<file path="src/rtl/tt_um_accelshark_psg_pkg.sv">
// Shared definitions for the PSG I2S receive path.
// Receiver state encoding and default geometry.
package tt_um_accelshark_psg_pkg;

   localparam int DEF_WIDTH       = 8;
   localparam int DEF_SYNC_STAGES = 2;

   typedef enum logic [1:0] {
      ST_SYNC  = 2'd0,
      ST_LEFT  = 2'd1,
      ST_RIGHT = 2'd2
   } rx_state_t;

endpackage

</file>
<file path="src/rtl/tt_um_accelshark_psg_sync_edge.sv">
// Multi-flop synchronizer for an async input with
// registered rise/fall pulses one cycle after the synced level.
module tt_um_accelshark_psg_sync_edge
   import tt_um_accelshark_psg_pkg::*;
#(
   parameter int STAGES = DEF_SYNC_STAGES
) (
   input  logic clk,
   input  logic rst_n,
   input  logic d,
   output logic rise,
   output logic fall
);

   logic [STAGES-1:0] sync_q;
   logic              prev_q;
   logic              level;

   assign level = sync_q[STAGES-1];

   always_ff @(posedge clk) begin
      if (!rst_n) begin
         sync_q <= '0;
         prev_q <= 1'b0;
         rise   <= 1'b0;
         fall   <= 1'b0;
      end else begin
         sync_q <= {sync_q[STAGES-2:0], d};
         prev_q <= level;
         rise   <= level & ~prev_q;
         fall   <= ~level & prev_q;
      end
   end

endmodule

</file>
<file path="src/rtl/tt_um_accelshark_psg_i2s_rx.sv">
// Stereo I2S slave receiver: oversampled SCLK/LRCK/SDATA to L/R pairs.
// Define ACCELSHARK_I2S_RX_PHILIPS_EN for one-bit-delayed Philips framing.
module tt_um_accelshark_psg_i2s_rx
   import tt_um_accelshark_psg_pkg::*;
#(
   parameter int WIDTH       = DEF_WIDTH,
   parameter int SYNC_STAGES = DEF_SYNC_STAGES
) (
   input  logic             clk,
   input  logic             rst_n,
   input  logic             ena,
   input  logic             i2s_sclk,
   input  logic             i2s_lrck,
   input  logic             i2s_sdata,
   output logic [WIDTH-1:0] sample_l,
   output logic [WIDTH-1:0] sample_r,
   output logic             sample_valid,
   output logic             frame_err
);

`ifdef ACCELSHARK_I2S_RX_PHILIPS_EN
   localparam bit PHILIPS = 1'b1;
`else
   localparam bit PHILIPS = 1'b0;
`endif

   localparam int CW = $clog2(WIDTH + 1);

   logic                   sclk_fall;
   logic                   unused_sclk_rise;
   logic                   lrck_rise;
   logic                   lrck_fall;
   logic [SYNC_STAGES-1:0] sd_q;
   logic                   sdata_s;

   rx_state_t              state, state_n;
   logic [WIDTH-1:0]       shift_q, shift_n;
   logic [WIDTH-1:0]       left_q;
   logic [CW-1:0]          cnt_q, cnt_n;
   logic                   skip_q, skip_n;
   logic                   short_w;

   tt_um_accelshark_psg_sync_edge #(
      .STAGES (SYNC_STAGES)
   ) u_sclk (
      .clk   (clk),
      .rst_n (rst_n),
      .d     (i2s_sclk),
      .rise  (unused_sclk_rise),
      .fall  (sclk_fall)
   );

   tt_um_accelshark_psg_sync_edge #(
      .STAGES (SYNC_STAGES)
   ) u_lrck (
      .clk   (clk),
      .rst_n (rst_n),
      .d     (i2s_lrck),
      .rise  (lrck_rise),
      .fall  (lrck_fall)
   );

   always_ff @(posedge clk) begin
      if (!rst_n) sd_q <= '0;
      else        sd_q <= {sd_q[SYNC_STAGES-2:0], i2s_sdata};
   end

   assign sdata_s = sd_q[SYNC_STAGES-1];
   assign short_w = cnt_q < CW'(WIDTH);

   always_comb begin
      state_n = state;
      unique case (state)
         ST_SYNC:  if (lrck_fall) state_n = ST_LEFT;
         ST_LEFT:  if (lrck_rise) state_n = ST_RIGHT;
         ST_RIGHT: if (lrck_fall) state_n = ST_LEFT;
         default:  state_n = ST_SYNC;
      endcase
   end

   // lrck edge clears first, so a coincident sclk fall is bit 0
   always_comb begin
      shift_n = shift_q;
      cnt_n   = cnt_q;
      skip_n  = skip_q;
      if (lrck_rise || lrck_fall) begin
         shift_n = '0;
         cnt_n   = '0;
         skip_n  = PHILIPS;
      end
      if (sclk_fall && state_n != ST_SYNC) begin
         if (skip_n) begin
            skip_n = 1'b0;
         end else if (cnt_n < CW'(WIDTH)) begin
            for (int i = 0; i < WIDTH; i++) begin
               if (cnt_n == CW'(WIDTH - 1 - i))
                  shift_n[i] = sdata_s;
            end
            cnt_n = cnt_n + CW'(1);
         end
      end
   end

   always_ff @(posedge clk) begin
      if (!rst_n) begin
         state        <= ST_SYNC;
         shift_q      <= '0;
         cnt_q        <= '0;
         skip_q       <= 1'b0;
         left_q       <= '0;
         sample_l     <= '0;
         sample_r     <= '0;
         sample_valid <= 1'b0;
         frame_err    <= 1'b0;
      end else if (!ena) begin
         state        <= ST_SYNC;
         shift_q      <= '0;
         cnt_q        <= '0;
         skip_q       <= 1'b0;
         sample_valid <= 1'b0;
         frame_err    <= 1'b0;
      end else begin
         state        <= state_n;
         shift_q      <= shift_n;
         cnt_q        <= cnt_n;
         skip_q       <= skip_n;
         sample_valid <= 1'b0;
         frame_err    <= 1'b0;
         if (state == ST_LEFT && lrck_rise) begin
            left_q    <= shift_q;
            frame_err <= short_w;
         end
         if (state == ST_RIGHT && lrck_fall) begin
            sample_l     <= left_q;
            sample_r     <= shift_q;
            sample_valid <= 1'b1;
            frame_err    <= short_w;
         end
      end
   end

endmodule

</file>
<file path="config.mk">
export PLATFORM = sky130hd
export DESIGN_NAME = tt_um_accelshark_psg_i2s_rx
export DESIGN_NICKNAME = d
export VERILOG_FILES = /design/src/rtl/tt_um_accelshark_psg_pkg.sv /design/src/rtl/tt_um_accelshark_psg_sync_edge.sv /design/src/rtl/tt_um_accelshark_psg_i2s_rx.sv
export SDC_FILE = /design/constraint.sdc
export NUM_CORES = 1
export LEC_CHECK = 0
export BUFFER_PORTS_ARGS = -buffer_cell sky130_fd_sc_hd__buf_2
export CAP_MARGIN = 5
export CORE_MARGIN = 1.5
export CORE_UTILIZATION = 30
export DETAILED_ROUTE_END_ITERATION = 6
export SLEW_MARGIN = 0
export SYNTH_ARGS = -nofsm -noshare
export SYNTH_HDL_FRONTEND = slang
export SYNTH_SLANG_ARGS = --single-unit
</file>
<file path="constraint.sdc">
create_clock -name clk -period 1.2 [get_ports clk]
set_input_delay 0 -clock clk [delete_from_list [all_inputs] [get_ports clk]]
set_output_delay 0 -clock clk [all_outputs]
set_load 0.1 [all_outputs]
</file>
==> results.md, run 1 <==
* TritonCTS buffer count at 5
* Avg WL per Cell at ~11 um
* Total Wirelength at around 4300 um
* Syn_nets at 234
* Die X at 86.71 um
* Hpwl dp at around 2900 um
* Crit end category: flop
* Residual DRC at 0
* Layout cells sized above 1 at roughly half
* Grt total ovfl at 0
* PwrDens at just under 1000 nW/um2
* Global-route usage over all layers at a little under an eighth
* Crit-path max FO at 5
* Synthesized area at between 2000 and 2500 um2
* Clk buf depth at 2
* RD Place Congestion at between 0.8 and 0.9
* First-pass GRT wire length at 7051 um
* Setup Skew at about 0.0077 ns
* Adder-Cell Fraction of Synth Area at about 1.8%
* Synthesized flop and latch total at 52
* Setup Viol. Count Final at 35
* Post-synthesis sequential area ratio at around 50%
* DRT Pass-1 Iters at 4
* DP Area at approximately 2500 um2
* Post-Layout Cell Count at approximately 380
* Async set-reset flop share out of synthesis at 0%
* Die area at approximately 7500 um2
* Max Cap Violations at 0
* Number of synthesized flops with an enable pin at 0
* Number of global-route vias before repair at approximately 1,600
* Yosys top cell by area: dfxtp_1
* Multiplexer share of the synthesized area at around 4.8%
* Rows at 30
* Max VDD drop at 0.5421 mV
* TritonCTS clock tree: done
* Final Hold Fails at 0
* Leak at roughly 1.3 nW
* Top cells by area, synth: dfxtp_1, nand2_1, a21boi_2
* Clock sink total at between 50 and 60
* Most common cell in the netlist: nand2_1
* List of most frequent post-synthesis cells: nand2_1, dfxtp_1, a21boi_0
* I/O pins at 24
* Fmax at 773.8 MHz
* Max-slew headroom at 67.70%
* Complex-gate fraction of the synthesized area at between 10% and 20%
* Tcrit/Tclk final at 107.7%
* Netlist cell types at 35
* CP Launch Type: flop
* H-tree Lvls at 2
* Hold Slack at about 0.083 ns
* Critical path arrival at between 1 and 1.5 ns
* Hold Crit Class: primary input to flop
* Layout net count at around 290
* Yosys warns at 0
* Setup WS post-layout at -0.09234 ns
* ANT cells at 0
* Area growth syn-to-layout at 39.40%
* Synth Flop Type: dfxtp_1
* Max Slew Vio Count at 0
* Via count at ~1,700
* Setup Crit Path Kind: flop to flop
* Antenna viol nets, final at 0
* Initial antenna violation count at 0
* Root buffer cell: clkbuf_8
* Fill cells at ~670
* Combinational family with the most area after synthesis: simple AND/OR/NAND/NOR gates
* Synthesized instance count at approximately 230
* Vias/cell at around 4.4
* Clk_lat worst skew at between 0.3 and 0.4 ns
* Status: complete, but fails checks
* Violations in the final reports: negative setup slack
* Starting density of the core at 30.94%
* Pin count of the biggest net entering global routing at 37
* Simple-gate share of the synthesized area at 25.30%
* Inst Count DP at 359
* RSZ-0062 raised after global routing: true
* Synth top area share at 49.52%
* Pre-CTS setup slack at -0.1091 ns
* IO Port Bufs at 23
* Die Height at between 80 and 90 um
* Post-layout min period at 1.292 ns
* Worst-Margin Slew at roughly 0.49 ns
* Core area at between 6000 and 7000 um2
* Average size of a mapped cell at 9.342 um2
* Util after Layout at a little over two fifths
* Clock-pin slew on the worst setup and hold paths at 0.09 ns
* Final Instance Area at about 2900 um2
* Drt first-iter violations at 64
* Post-synthesis xor/xnor area fraction at less than 1%
* Critical Path RT at about 1.4 ns
* R2r setup slk at -0.09 ns
-- worst paths after layout --
check	start	end	cells after the start
setup / recovery	state[1]	shift_q[4]	5
hold / removal	rst_n	state[0]	3
setup reg to reg	state[1]	shift_q[4]	5
hold reg to reg	u_lrck.prev_q	u_lrck.rise	1
-- repair_timing --
action / 4_1_cts / 5_1_grt
pin swaps: 13 / 35
hold buffers: 3 / 0
gates cloned: 0 / 2
gates resized for setup: 24 / 54
setup endpoints to repair: 39 / 38
buffers inserted: 3 / 1
endpoints found under the hold margin: 3 / 0
-- layout make-up --
cell class	count	area [um2]	share of cell area, %
inverter	3	11.26	0.3843
sequential	52	1076	36.72
clock buffer	6	82.58	2.818
tap	96	120.1	4.099
multi-input combinational	158	1152	39.33
timing repair buffer	59	474.2	16.18
clock inverter	2	13.76	0.4697
-- per-stage QoR --
step	total power [mW]	setup TNS, ns
after global routing	3.030	-3.041
after floorplan	1.838	-0.2340
final	2.897	-1.291
after CTS	2.930	-0.9759
after detailed placement	1.874	-2.458
after global placement	1.872	-2.005
-- logic make-up after synthesis --
group           Yosys count
simple gates            111
flops                    52
compound gates           33
buf+inv                  15
mux                      10
fa+ha+maj                 3
xor+xnor                  1
-- flip-flops by register name (all words and copies together), names as in the netlist --
name	cells
left_q	8
u_lrck.prev_q	1
sample_l	8
sd_q	2
skip_q	1
u_sclk.sync_q	2
shift_q	8
u_sclk.prev_q	1
u_sclk.fall	1
state	2
u_lrck.rise	1
sample_r	8
frame_err	1
u_lrck.sync_q	2
cnt_q	4
u_lrck.fall	1
sample_valid	1
-- report_power, final --
part	switching [mW]	internal [mW]
Combinational	0.0481	0.0579
Clock	0.584	0.472
Sequential	0.00625	1.73
-- cells in the final DEF, fill, tap and decap left out, types with 11 or more instances in the layout --
cell / synthesis / final
a21boi_2: 9 / 13
buf_6: 3 / 11
buf_2: 3 / 24
dfxtp_2: 0 / 16
nand2_1: 66 / 44
buf_4: 2 / 18
a21boi_1: 3 / 11
dfxtp_1: 52 / 32
nand2_2: 1 / 16
-- per-layer routing --
layer	vias up	routed length [um]	GRT usage, %
met2	21	2121	20.38
met3	5	137	3.238
met4	0	34	3.959
met1	771	1987	14.35
met5	-	0	0
li1	855	-	-
-- critical path, stage by stage, from the launching register on --
cell and delay (ns):
dfxtp_4 0.38, buf_6 0.13, a211oi_4 0.23, buf_6 0.16
nand4b_1 0.12, mux2i_1 0.14
No activity file was read; power rests on OpenSTA's default activity.
==> run 2: changes to the inputs <==
- clock period: 1.2 -> 1.5 ns (I/O delays scaled with it)
==> results.md, run 2 (synthesized netlist as in run 1, its figures left out) <==
* Pin count of the biggest net entering global routing at 34
* Crit end category: flop
* DRT Pass-1 Iters at 4
* Layout net count at roughly 270
* Setup TNS at 0 ns
* TritonCTS buffer count at 5
* Critical Path Source: state[0]
* CP Launch Type: flop
* Setup Skew at 0.01448 ns
* Tcrit/Tclk final at 88.81%
* Vias/cell at approximately 4.3
* Clock-pin slew on the worst setup and hold paths at about 0.09 ns
* Util after Layout at a little over a third
* Max Cap Violations at 0
* I/O pins at 24
* Final Hold Fails at 0
* ANT cells at 0
* Worst r2r dst: cnt_q[1]
* Crit-path max FO at 7
* Drt first-iter violations at between 50 and 60
* Clk_lat worst skew at 0.30 ns
* Status: complete, no violations
* Max Slew Vio Count at 0
* Fill cells at 730
* Clk buf depth at 2
* Clock sink total at 52
* Leak at between 0.9 and 1 nW
* Critical path arrival at 1.56 ns
* RD Place Congestion at a little under 0.8
* Area growth syn-to-layout at 17.74%
* Worst setup endpoint: cnt_q[1]
* Die X at around 87 um
* Worst-Margin Slew at between 0.4 and 0.5 ns
* Residual DRC at 0
* Hpwl dp at 2634 um
* Die area at approximately 7500 um2
* Hold Crit Class: primary input to flop
* IO Port Bufs at 23
* Post-layout min period at 1.332 ns
* Max VDD drop at 0.5148 mV
* Inst Count DP at between 300 and 400
* Max-slew headroom at between 60% and 70%
* Fmax at 750.7 MHz
* Avg WL per Cell at approximately 11 um
* TritonCTS clock tree: done
* H-tree Lvls at 2
* Grt total ovfl at 0
* RSZ-0062 raised after global routing: false
* Die Height at about 87 um
* Setup WS post-layout at approximately 0.17 ns
* Worst R2R Start: state[0]
* Layout cells sized above 1 at a little under a quarter
* R2R depth at 4
* Root buffer cell: clkbuf_8
* Critical Path RT at roughly 1.7 ns
* First-pass GRT wire length at between 6000 and 7000 um
* Hold Slack at about 0.11 ns
* Via count at 1,522
* Post-Layout Cell Count at about 350
* Commonest non-fill, non-tap cell in the layout: nand2_1
* R2r setup slk at ~0.17 ns
* Setup Viol. Count Final at 0
* Global-route usage over all layers at 10.91%
* Core area at approximately 6800 um2
* Starting density of the core at ~31%
* Setup Crit Path Kind: flop to flop
* Rows at 30
* Initial antenna violation count at 0
* Total Wirelength at ~3700 um
* Number of global-route vias before repair at 1,406
* Antenna viol nets, final at 0
* Pre-CTS setup slack at -0.1157 ns
* PwrDens at 910.5 nW/um2
* Most frequent cells in the layout: nand2_1, dfxtp_1, buf_2
* Reg area at ~1000 um2
* Area of the multi-input gates at ~1000 um2
==> run 2: stage by stage <==
stage / instance area, um2 / total power [mW]
floorplan: 2102 / 1.470
detailed placement: 2326 / 1.489
global route: 2475 / 2.363
global placement: 2326 / 1.489
CTS: 2456 / 2.285
finish: 2475 / 2.253
==> run 2: area by class of cell <==
class | count | share of cell area (%)
sequential | 52 | 42.21
tap | 96 | 4.853
clock buffer | 6 | 2.932
inverter | 3 | 0.4550
multi-input combinational | 158 | 39.59
timing repair buffer | 37 | 9.302
clock inverter | 2 | 0.6572
==> run 2: worst max-delay path: stages (launching register included) <==
cell and delay, ns:
dfxtp_2 0.37, buf_4 0.16, a211oi_4 0.37, o311ai_0 0.20
a21oi_1 0.16
==> run 2: where the power goes <==
part	total, mW	switching [mW]	internal, mW
logic	0.0713	0.0343	0.0371
clock network	0.787	0.454	0.333
registers	1.40	0.00504	1.39
==> run 2: layer usage <==
| metal | track usage, % | vias up | routed length, um |
|---|---|---|---|
| met1 | 14.16 | 697 | 1876 |
| li1 | - | 802 | - |
| met2 | 18.11 | 23 | 1745 |
| met3 | 3.143 | 0 | 110 |
| met4 | 2.199 | 0 | 0 |
| met5 | 0 | - | 0 |
==> run 2: worst min-delay path by stage <==
stage / startpoint / endpoint / slack (ns) / cells after the start
floorplan: i2s_sdata / sd_q[0] / 0.13 / 1
global placement: i2s_sdata / sd_q[0] / 0.21 / 2
detailed placement: i2s_lrck / u_lrck.sync_q[0] / 0.21 / 2
CTS: ena / cnt_q[1] / 0.1 / 3
global route: ena / state[1] / 0.13 / 3
finish: ena / state[1] / 0.11 / 3
==> run 2: timing repair <==
action,in CTS,in global routing
pin swaps,0,1
hold buffers,4,0
hold endpoints to repair,5,0
setup buffers,0,1
endpoints found under the setup margin,17,24
gates resized for setup,1,4
==> run 3: changes to the inputs <==
- CORE_UTILIZATION: 30 -> 55
- CTS_BUF_LIST: not set -> sky130_fd_sc_hd__clkbuf_16
- PLACE_DENSITY: not set -> 0.76
==> results.md, run 3 (synthesized netlist as in run 1, its figures left out) <==
* NetSw at about 0.5 mW
* Hpwl dp at between 2000 and 3000 um
* Residual DRC at 0
* I/O pins at 24
* Antenna viol nets, final at 0
* Setup Crit Path Kind: flop to flop
* Flop pwr share at 55.1%
* First-pass GRT wire length at between 6000 and 7000 um
* Hold path depth at 3
* Switching part of the total at 19.79%
* Worst r2r dst: shift_q[3]
* Die area at approximately 4200 um2
* Die Height at between 60 and 70 um
* Final Hold Fails at 0
* Drt first-iter violations at approximately 110
* ANT cells at 0
* CP Launch Type: flop
* Rows at 22
* TritonCTS clock tree: done
* H-tree Lvls at 2
* Max Cap Violations at 0
* Via count at ~1,600
* Post-Layout Cell Count at about 310
* Critical Path RT at approximately 1.7 ns
* Hold_sp: rst_n
* RD Place Congestion at about 0.8
* Clock sink total at 52
* R2r setup slk at ~0.066 ns
* Logic gate share of total power at approximately 2.8%
* Fmax at around 700 MHz
* Global-route usage over all layers at 19.92%
* Critical path arrival at ~1.6 ns
* Inst Count DP at 294
* Vias/cell at a little over 5
* Clk buf depth at 2
* Post-layout min period at roughly 1.4 ns
* Area growth syn-to-layout at 17.56%
* Max Slew Vio Count at 0
* Core area at ~3700 um2
* Area of the multi-input gates at 972.2 um2
* Crit end category: flop
* Commonest non-fill, non-tap cell in the layout: nand2_1
* Fill cells at about 300
* PwrDens at just over 1000 nW/um2
* Die X at roughly 65 um
* Most frequent cells in the layout: nand2_1, dfxtp_1, buf_2
* R2R depth at 5
* Starting density of the core at between 50% and 60%
* Setup TNS at 0 ns
* Pint at slightly above 2 mW
* Worst-Margin Slew at between 0.4 and 0.5 ns
* Hold Slack at about 0.066 ns
* Clock-pin slew on the worst setup and hold paths at approximately 0.060 ns
* Clock power share at 42.1%
* Leak at between 1 and 1.5 nW
* Setup Viol. Count Final at 0
* Pin count of the biggest net entering global routing at 22
* Layout net count at roughly 270
* Worst hold endpoint: u_sclk.fall
* Reg area at between 1000 and 1500 um2
* IO Port Bufs at 23
* Initial antenna violation count at 0
* Tcrit/Tclk final at a little over nine tenths
* Layout cells sized above 1 at around a quarter
* Clk_lat worst skew at roughly 0.28 ns
* DRT Pass-1 Iters at 4
* Avg WL per Cell at 12.97 um
* Status: complete, no violations
* TritonCTS buffer count at 5
* Root buffer cell: clkbuf_16
* Max-slew headroom at 67.69%
* Crit-path max FO at 7
* Setup Skew at 0.004058 ns
* Grt total ovfl at 0
* Max VDD drop at about 0.71 mV
* Number of global-route vias before repair at 1,437
* Hold Crit Class: primary input to flop
* Total Wirelength at just under 4000 um
* Worst R2R Start: state[1]
[run 3: changes by cell type in the layout (fill, tap and decap cells not counted), sizes merged]
cell         change
clkinvlp         -1
clkbuf           -1
buf              +2
clkinv           +1
dlygate4sd3      -1
[run 3: repair_timing]
| action | 4_1_cts | 5_1_grt |
|---|---|---|
| buffers inserted | 0 | 2 |
| endpoints found under the setup margin | 4 | 7 |
| resized for setup | 1 | 1 |
| endpoints found under the hold margin | 3 | 0 |
| pin swaps | 0 | 1 |
| hold buffers | 3 | 0 |
[run 3: power by group through the flow]
stage | Sequential [mW] | Clock, mW | Combinational, mW
finish | 1.40 | 1.07 | 0.0719
floorplan | 1.42 | 0 | 0.0454
global placement | 1.43 | 0 | 0.0620
detailed placement | 1.43 | 0 | 0.0623
CTS | 1.40 | 1.09 | 0.0681
global route | 1.40 | 1.16 | 0.0786
[run 3: per-stage QoR]
step	power, mW	cell area [um2]	setup slack [ns]	util, %
floorplan	1.470	2102	0.2078	-
global placement	1.489	2286	0.06094	62.44
detailed placement	1.490	2286	-0.01333	62.44
CTS	2.553	2455	0.05734	67.05
global route	2.632	2471	-0.002048	67.50
finish	2.535	2471	0.06646	67.50
[run 3: how the worst max path moves through the flow]
stage,slack [ns],startpoint,to
2_1_floorplan,0.21,sample_l[0],sample_l[0]
3_3_place_gp,0.06,state[0],sample_r[4]
3_5_place_dp,-0.01,state[0],sample_r[5]
4_1_cts,0.06,u_lrck.fall,shift_q[2]
5_1_grt,-0.002,state[1],shift_q[3]
6_report,0.07,state[1],shift_q[3]
[run 3: final cells by class]
cell class | count | share of cell area (%)
inverter | 3 | 0.4557
multi-input combinational | 158 | 39.34
timing repair buffer | 38 | 10.03
tap | 48 | 2.430
clock buffer | 5 | 5.063
clock inverter | 2 | 0.5063
sequential | 52 | 42.18
[run 3: layer usage]
metal	vias to the layer above	part of all wire (%)	track usage, %
met5	-	0	0
met4	0	1.9	9.574
met3	8	4.1	5.556
met2	39	50	33.89
met1	735	44	22.94
li1	806	-	-
[run 3: critical path, cell delays in order, from the launching register on]
cell	delay [ns]
dfxtp_1	0.39
buf_4	0.20
xor2_2	0.17
and3_1	0.23
nand4_1	0.17
mux2i_1	0.15
